$ cat config.mk
export PLATFORM = sky130hd
export DESIGN_NAME = round_robin_arbiter
export DESIGN_NICKNAME = d
export VERILOG_FILES = /design/src/rtl/round_robin_arbiter.sv
export SDC_FILE = /design/constraint.sdc
export NUM_CORES = 1
export LEC_CHECK = 0
export CAP_MARGIN = 25
export CORE_ASPECT_RATIO = 1.2
export CORE_MARGIN = 5
export CORE_UTILIZATION = 35
export CTS_BUF_LIST = sky130_fd_sc_hd__clkbuf_8
export CTS_CLUSTER_DIAMETER = 150
export DETAILED_ROUTE_END_ITERATION = 6
export GPL_TIMING_DRIVEN = 0
export HOLD_SLACK_MARGIN = 0.03
export PLACE_DENSITY = 0.84
export SYNTH_ARGS = -nofsm -noshare
export SYNTH_HDL_FRONTEND = slang
export SYNTH_SLANG_ARGS = --single-unit
$ cat constraint.sdc
create_clock -name clk -period 3 [get_ports clk]
set_clock_uncertainty 0.1 [all_clocks]
set_input_delay 0.3 -clock clk [delete_from_list [all_inputs] [get_ports clk]]
set_output_delay 0.3 -clock clk [all_outputs]
set_load 0.02 [all_outputs]
$ cat src/rtl/round_robin_arbiter.sv
// round_robin_arbiter: merges ninputs val/rdy request streams onto one output
// stream with rotating priority and a 1-entry registered output buffer.
// Optionally overwrites the top $clog2(ninputs) message bits with the source
// index so a downstream router can steer replies back.
//
// Ports:
//   clk, reset     clock, synchronous active-high reset
//   istream_val    [ninputs-1:0]        request valid, bit i = source i
//   istream_msg    [ninputs*nbits-1:0]  request messages, source i at [i*nbits +: nbits]
//   istream_rdy    [ninputs-1:0]        accept, one-hot or zero (combinational)
//   ostream_val    merged output valid (registered)
//   ostream_msg    [nbits-1:0] merged output message (registered)
//   ostream_rdy    downstream ready
module round_robin_arbiter #(
    parameter int unsigned nbits   = 32,
    parameter int unsigned ninputs = 4,
    parameter bit          tag_en  = 1'b1
) (
    input  logic                       clk,
    input  logic                       reset,
    input  logic [ninputs-1:0]         istream_val,
    input  logic [ninputs*nbits-1:0]   istream_msg,
    output logic [ninputs-1:0]         istream_rdy,
    output logic                       ostream_val,
    output logic [nbits-1:0]           ostream_msg,
    input  logic                       ostream_rdy
);

    localparam int unsigned ptr_w = $clog2(ninputs);

    logic [ptr_w-1:0] ptr_q, ptr_d;
    logic             out_val_q, out_val_d;
    logic [nbits-1:0] out_msg_q, out_msg_d;

    logic             hi_found, lo_found;
    logic [ptr_w-1:0] hi_idx, lo_idx;
    logic             gnt_valid;
    logic [ptr_w-1:0] gnt_idx;
    logic [nbits-1:0] sel_msg;
    logic             can_accept;
    logic             xfer;

    // Rotating-priority search: the lowest valid index at or above ptr wins,
    // otherwise the lowest valid index below ptr (wrap modulo ninputs).
    always_comb begin
        hi_found = 1'b0;
        lo_found = 1'b0;
        hi_idx   = '0;
        lo_idx   = '0;
        for (int i = int'(ninputs) - 1; i >= 0; i--) begin
            if (istream_val[i]) begin
                if (ptr_w'(i) >= ptr_q) begin
                    hi_found = 1'b1;
                    hi_idx   = ptr_w'(i);
                end else begin
                    lo_found = 1'b1;
                    lo_idx   = ptr_w'(i);
                end
            end
        end
        gnt_valid = hi_found || lo_found;
        gnt_idx   = hi_found ? hi_idx : lo_idx;
    end

    // Winning message, tagged with its source index when enabled.
    always_comb begin
        sel_msg = '0;
        for (int i = 0; i < int'(ninputs); i++) begin
            if (ptr_w'(i) == gnt_idx) begin
                sel_msg = istream_msg[i*nbits +: nbits];
            end
        end
        if (tag_en) begin
            sel_msg[nbits-1 -: ptr_w] = gnt_idx;
        end
    end

    // Buffer may refill in the same cycle it drains.
    assign can_accept = !out_val_q || ostream_rdy;
    assign xfer       = !reset && can_accept && gnt_valid;

    always_comb begin
        istream_rdy = '0;
        for (int i = 0; i < int'(ninputs); i++) begin
            istream_rdy[i] = xfer && (ptr_w'(i) == gnt_idx);
        end
    end

    // Next state for pointer and output buffer.
    always_comb begin
        ptr_d     = ptr_q;
        out_val_d = out_val_q;
        out_msg_d = out_msg_q;
        if (xfer) begin
            out_val_d = 1'b1;
            out_msg_d = sel_msg;
            ptr_d     = (gnt_idx == ptr_w'(ninputs - 1)) ? '0 : ptr_w'(gnt_idx + ptr_w'(1));
        end else if (ostream_rdy) begin
            out_val_d = 1'b0;
        end
    end

    always_ff @(posedge clk) begin
        if (reset) begin
            ptr_q     <= '0;
            out_val_q <= 1'b0;
            out_msg_q <= '0;
        end else begin
            ptr_q     <= ptr_d;
            out_val_q <= out_val_d;
            out_msg_q <= out_msg_d;
        end
    end

    assign ostream_val = out_val_q;
    assign ostream_msg = out_msg_q;

endmodule

== Yosys cells after proc, flatten, opt, wreduce, memory -nomap -nowiden ==
Index checks and enable logic that the tools add are counted.
W data, S select, Z words.
Word-level totals
  output and inout port bits: 37
  word-level logic and storage cells: 64
  bits in registers: 35
  input port bits: 135
Cells by class
  reduce and logical (&&, ||, !) cells: 12
  add/subtract/negate cells: 1
  equal/unequal tests: 4
  mux-type cells: 40
  magnitude comparators: 4
Operators by type and width (number)
  $mux W30: 4
  $mux W2: 18
  $mux W1: 18
  $logic_and A1 B1 Y1: 6
  $eq A2 B2 Y1 const A: 2
  $ge A1 B2 Y1 const A: 2
  $ge A2 B2 Y1 const A: 2
  $add A2 B1 Y2 const B: 1
  $eq A1 B2 Y1 const A: 1
  $eq A2 B2 Y1 const B: 1
  $logic_not A1 Y1: 2
  $logic_not A2 Y1: 1
  $logic_or A1 B1 Y1: 2
  $reduce_bool A2 Y1: 1

== Depth between registers and ports, before layout ==
  depth after elaboration: 15
  mapped depth: 12

== Least setup slack after synthesis ==
No wires, ideal clock.
  path kind: reg2out
  start point: reg ptr_q[0]
  end point: out istream_rdy[3]
  slack: 820 ps
  data required time: 2600 ps
  arrival time: 1780 ps
  cell stages (with the launch flop): 8
  cell sequence: dfxtp_1 o22ai_1 o21ai_0 and2_1 ha_1 clkbuf_1 clkbuf_1 and2_1
On the way
  word-level cells in the longest chain between the ends: 12
  elaborated cells on any way between the ends: 41
Ends and longest elaborated chain
  from (decl): RTL line 31  | logic [ptr_w-1:0] ptr_q, ptr_d;
  from (signal assigned): RTL line 109  | ptr_q <= ptr_d;
  $ge A2 B2 Y1: RTL line 52  | if (ptr_w'(i) >= ptr_q) begin
  $mux W2 / $mux W1 (equally long branches): RTL line 52
  $mux W2 / $mux W1 (equally long branches): RTL line 51  | if (istream_val[i]) begin
  $mux W2 / $mux W1 (equally long branches): RTL line 52
  $mux W2 / $mux W1 (equally long branches): RTL line 51
  $mux W2 / $mux W1 (equally long branches): RTL line 52
  $mux W2 / $mux W1 (equally long branches): RTL line 51
  $mux W2 / $mux W1 (equally long branches): RTL line 52
  $mux W2 / $mux W1 (equally long branches): RTL line 51
  $mux W2 (*): RTL line 62  | gnt_idx = hi_found ? hi_idx : lo_idx;
  net gnt_idx[0]: RTL line 38  | logic [ptr_w-1:0] gnt_idx;
  $eq A2 B2 Y1 (*): RTL line 85  | istream_rdy[i] = xfer && (ptr_w'(i) == gnt_idx);
  $logic_and A1 B1 Y1 (*): RTL line 85
  to (decl): RTL line 23  | output logic [ninputs-1:0] istream_rdy,
The timed path passes the listed nets; every way through them passes the cells marked *.

== Final worst setup path ==
  start point: in istream_val[1]
  end point: out istream_rdy[3]
On the way
  word-level cells in the longest chain between the ends: 6
  elaborated cells on any way between the ends: 17
Ends and longest elaborated chain
  from (decl): RTL line 21  | input logic [ninputs-1:0] istream_val,
  $mux W2 / $mux W1 (equally long branches): RTL line 51
  $mux W2 / $mux W1 (equally long branches): RTL line 52
  $mux W2 / $mux W1 (equally long branches): RTL line 51
  $mux W2 (*): RTL line 62
  net gnt_idx[1]: RTL line 38
  $eq A2 B2 Y1 (*): RTL line 85
  $logic_and A1 B1 Y1 (*): RTL line 85
Marked as above.

==> out/qor.csv <==
stage,metric,value,unit
detailed_routing,starting DRC count in detailed routing,118,
placement,quantity of I/O buffers inserted on ports,163,
cells_and_area,post-route cell area,4030,µm²
synth,number of cells produced by synthesis,286,
clock_network,htree depth,2,
sta,final count of negative-setup-slack endpoints,0,
floorplan,Initial Util,36.3,%
detailed_routing,per-cell via count in the routed design,5.33,
cells_and_area,area of the multi-input gates,1250,µm²
status,result of the run,"finished, final reports clean",
grt,number of antenna violations at the first check in global routing,0,
min_path,hold crit path type,reg2reg,
grt,met2 track demand over resource,40.7,%
clock_network,maximum buffer depth of the clock tree,2,
synth,number of distinct standard cells referenced by the synthesized netlist,28,
sta,number of slew-limit violations in the final report,0,
flow_run,maxcap violations,0,
clock_network,number of CTS-inserted buffers,5,
placement,Placer Congestion,0.803,
detailed_routing,Routed Antenna Nets,0,
sta,RSZ-0062 raised after global routing,no,
detailed_routing,via total after detailed routing,2847,
grt,total global routing overflow,0,
grt,GR Util All Layers,22.2,%
power_and_ir_drop,Power Density,472,nW/µm²
cells_and_area,Final #Nets,592,
grt,maximum number of pins on one net before global-route repair,17,
cells_and_area,Fillers,540,
cells_and_area,area growth from synthesis to layout,82.3,%
floorplan,die height,97.1,µm
grt,met1 track demand over resource in global routing,24.3,%
sta,Max Clk Rate,353,MHz
sta,post-layout worst setup margin,0.170,ns
cells_and_area,storage element area,701,µm²
floorplan,count of standard-cell rows,31,
worst_setup_path,crit path launch type,input pin,
cells_and_area,post-layout utilization of the core,66.2,%
synth,warnings from Yosys,0,
clock_network,CTS tree,done,
power_and_ir_drop,worst ir drop on vdd,0.000254,V
synth,Yosys reg bits,35,
clock_network,clock sink total,35,
worst_setup_path,kind of end point of the critical path,output port,
detailed_routing,routed length per instance,17.0,µm
synth,"Net Count, Synth",425,
grt,met3 usage in global routing,5.38,%
grt,global-route wire length before repair,14000,µm
clock_network,Skew-Pair Late Insertion Delay,0.28,ns
detailed_routing,residual DRC count,0,
worst_setup_path,maximum fanout encountered on the critical timing path,10,
synth,area of the mapped netlist,2210,µm²
placement,total cell area at the placement stage,3950,µm²
clock_network,number of buffers added for setup after CTS,0,
worst_setup_path,class of the most critical setup path,in2out,
detailed_routing,first-pass iteration count of the detailed router,5,
sta,worst slew pin tran,0.516,ns
floorplan,floorplan die area,8020,µm²
grt,number of global-route vias before repair,2935,
sta,final hold violation count,0,
sta,Slew headroom,65.6,%
placement,Setup Slack @ Placement,-0.627,ns
worst_setup_path,critical path required time,2.60,ns
power_and_ir_drop,leak pwr,1.66,nW
grt,highest-utilization routing layer at the global route stage,met2,
cells_and_area,layout cells sized above 1,5.09,%
floorplan,Die Wd,82.6,µm
floorplan,area inside the core boundary,6090,µm²
worst_setup_path,data arrival time of the worst path,2.43,ns
synth,"Seq/Total Area, Yosys",31.7,%
clock_network,clock transition at the register clock pins on the worst setup and hold paths after CTS,0.06,ns
synth,Post-Synthesis Mean Instance Area,7.73,µm²
detailed_routing,Routed WL,9060,µm
sta,period utilisation layout,94.3,%
clock_network,buffer cell driving the clock tree root,sky130_fd_sc_hd__clkbuf_8,
sta,time the worst path needs with I/O delays and setup,2.83,ns
cells_and_area,Diodes inserted,0,
floorplan,Ports,172,
placement,Post-DP HPWL,7190,µm
critical path: stages:
cell and delay, ns:
sky130_fd_sc_hd__clkdlybuf4s50_1 0.52, sky130_fd_sc_hd__a21o_1 0.21, sky130_fd_sc_hd__a21oi_1 0.19, sky130_fd_sc_hd__o22ai_2 0.14, sky130_fd_sc_hd__inv_1 0.11, sky130_fd_sc_hd__ha_2 0.26, sky130_fd_sc_hd__clkbuf_4 0.24, sky130_fd_sc_hd__and2_1 0.14
sky130_fd_sc_hd__dlygate4sd2_1 0.33
synth_stat cells:
cell type                  instances  area share, %
sky130_fd_sc_hd__a21oi_1          35            7.9
sky130_fd_sc_hd__dfxtp_1          35             32
sky130_fd_sc_hd__inv_1            35            5.9
sky130_fd_sc_hd__nand2_1          34            5.8
sky130_fd_sc_hd__a211o_1          29             11
sky130_fd_sc_hd__a221oi_1         29             11
sky130_fd_sc_hd__a31oi_1          29            8.2
sky130_fd_sc_hd__clkbuf_1         22            3.7
sky130_fd_sc_hd__buf_2             7            1.6
sky130_fd_sc_hd__and2_1            5            1.4
sky130_fd_sc_hd__ha_1              4            2.3
sky130_fd_sc_hd__buf_6             2            1.0
sky130_fd_sc_hd__nor2_1            2           0.34
sky130_fd_sc_hd__nor2b_1           2           0.57
sky130_fd_sc_hd__o21ai_0           2           0.45
sky130_fd_sc_hd__o22ai_1           2           0.57
sky130_fd_sc_hd__a21o_1            1           0.34
sky130_fd_sc_hd__a22oi_1           1           0.34
sky130_fd_sc_hd__a311oi_1          1           0.40
sky130_fd_sc_hd__a31o_2            1           0.40
sky130_fd_sc_hd__mux2i_1           1           0.45
sky130_fd_sc_hd__nor2b_4           1           0.62
sky130_fd_sc_hd__nor3_4            1           0.74
sky130_fd_sc_hd__nor3b_1           1           0.34
sky130_fd_sc_hd__nor4_4            1           0.96
sky130_fd_sc_hd__o211ai_1          1           0.34
sky130_fd_sc_hd__o221ai_1          1           0.40
sky130_fd_sc_hd__or2_2             1           0.28
sequential cells by signal (all words and copies together), names as in the netlist:
register and count:
ptr_q 2, ostream_msg 32, ostream_val 1
power by group:
part	internal [mW]	leakage, nW	switching (mW)
combinational	0.528	1.33	0.484
sequential	0.549	0.294	0.0425
clock	0.151	0.0413	0.151
path summary, 6_finish.rpt:
kind,startpoint,endpoint,slack (ns),cells after the start
hold / removal,ostream_msg[31],ostream_msg[31],0.37,2
setup reg to reg,ptr_q[1],ostream_msg[26],0.50,10
hold reg to reg,ostream_msg[31],ostream_msg[31],0.37,2
setup / recovery,istream_val[1],istream_rdy[3],0.17,9
stage by stage:
step           hold slack (ns)  power, mW  setup TNS [ns]  cells
6_report                 0.369       1.91               0    534
3_3_place_gp             0.344       1.59           -1.28    531
4_1_cts                  0.369       1.92               0    534
3_5_place_dp             0.355       1.61           -1.92    531
5_1_grt                  0.410       2.03               0    534
2_1_floorplan            0.272       1.15               0    286
logic make-up after synthesis:
group,count (synthesis),synth area share (%)
AO/OA/AOI/OAI,132,42.3
buffers and inverters,66,12.3
AND/OR/NAND/NOR,48,11.0
flip-flops,35,31.7
adder cells (fa/ha/maj),4,2.26
multiplexers,1,0.453
repair_timing:
item / in CTS / in global routing
hold buffers: 0 / 0
setup endpoints to repair: 3 / 3
gates resized for setup: 7 / 4
layout by cell type, fill, tap and decap left out, types with 2 or more instances in the layout:
| cell type | count |
|---|---|
| sky130_fd_sc_hd__clkbuf_1 | 18 |
| sky130_fd_sc_hd__buf_2 | 5 |
| sky130_fd_sc_hd__a221oi_1 | 29 |
| sky130_fd_sc_hd__inv_1 | 36 |
| sky130_fd_sc_hd__clkbuf_8 | 5 |
| sky130_fd_sc_hd__a211o_1 | 29 |
| sky130_fd_sc_hd__buf_6 | 2 |
| sky130_fd_sc_hd__and2_1 | 5 |
| sky130_fd_sc_hd__nor2b_1 | 2 |
| sky130_fd_sc_hd__ha_1 | 3 |
| sky130_fd_sc_hd__buf_4 | 2 |
| sky130_fd_sc_hd__a21oi_1 | 35 |
| sky130_fd_sc_hd__a31oi_1 | 29 |
| sky130_fd_sc_hd__dfxtp_1 | 35 |
| sky130_fd_sc_hd__clkdlybuf4s50_1 | 160 |
| sky130_fd_sc_hd__nand2_1 | 34 |
| sky130_fd_sc_hd__nor2_1 | 2 |
| sky130_fd_sc_hd__dlymetal6s2s_1 | 2 |
layout make-up:
| class | instances | share of cell area [%] |
|---|---|---|
| multi-input combinational | 185 | 31.1 |
| tap | 82 | 2.54 |
| buffer | 28 | 3.41 |
| inverter | 35 | 3.26 |
| timing repair buffer | 163 | 40.6 |
| sequential | 35 | 17.4 |
| clock buffer | 5 | 1.71 |
| clock inverter | 1 | 0.0931 |
layer usage:
layer  vias up  wire length [µm]
li1       1391                 -
met1      1319              3300
met2       123              4820
met3        14               777
met4         0               161
met5         -                 0
Note: power is estimated with default switching activity, not from simulation.
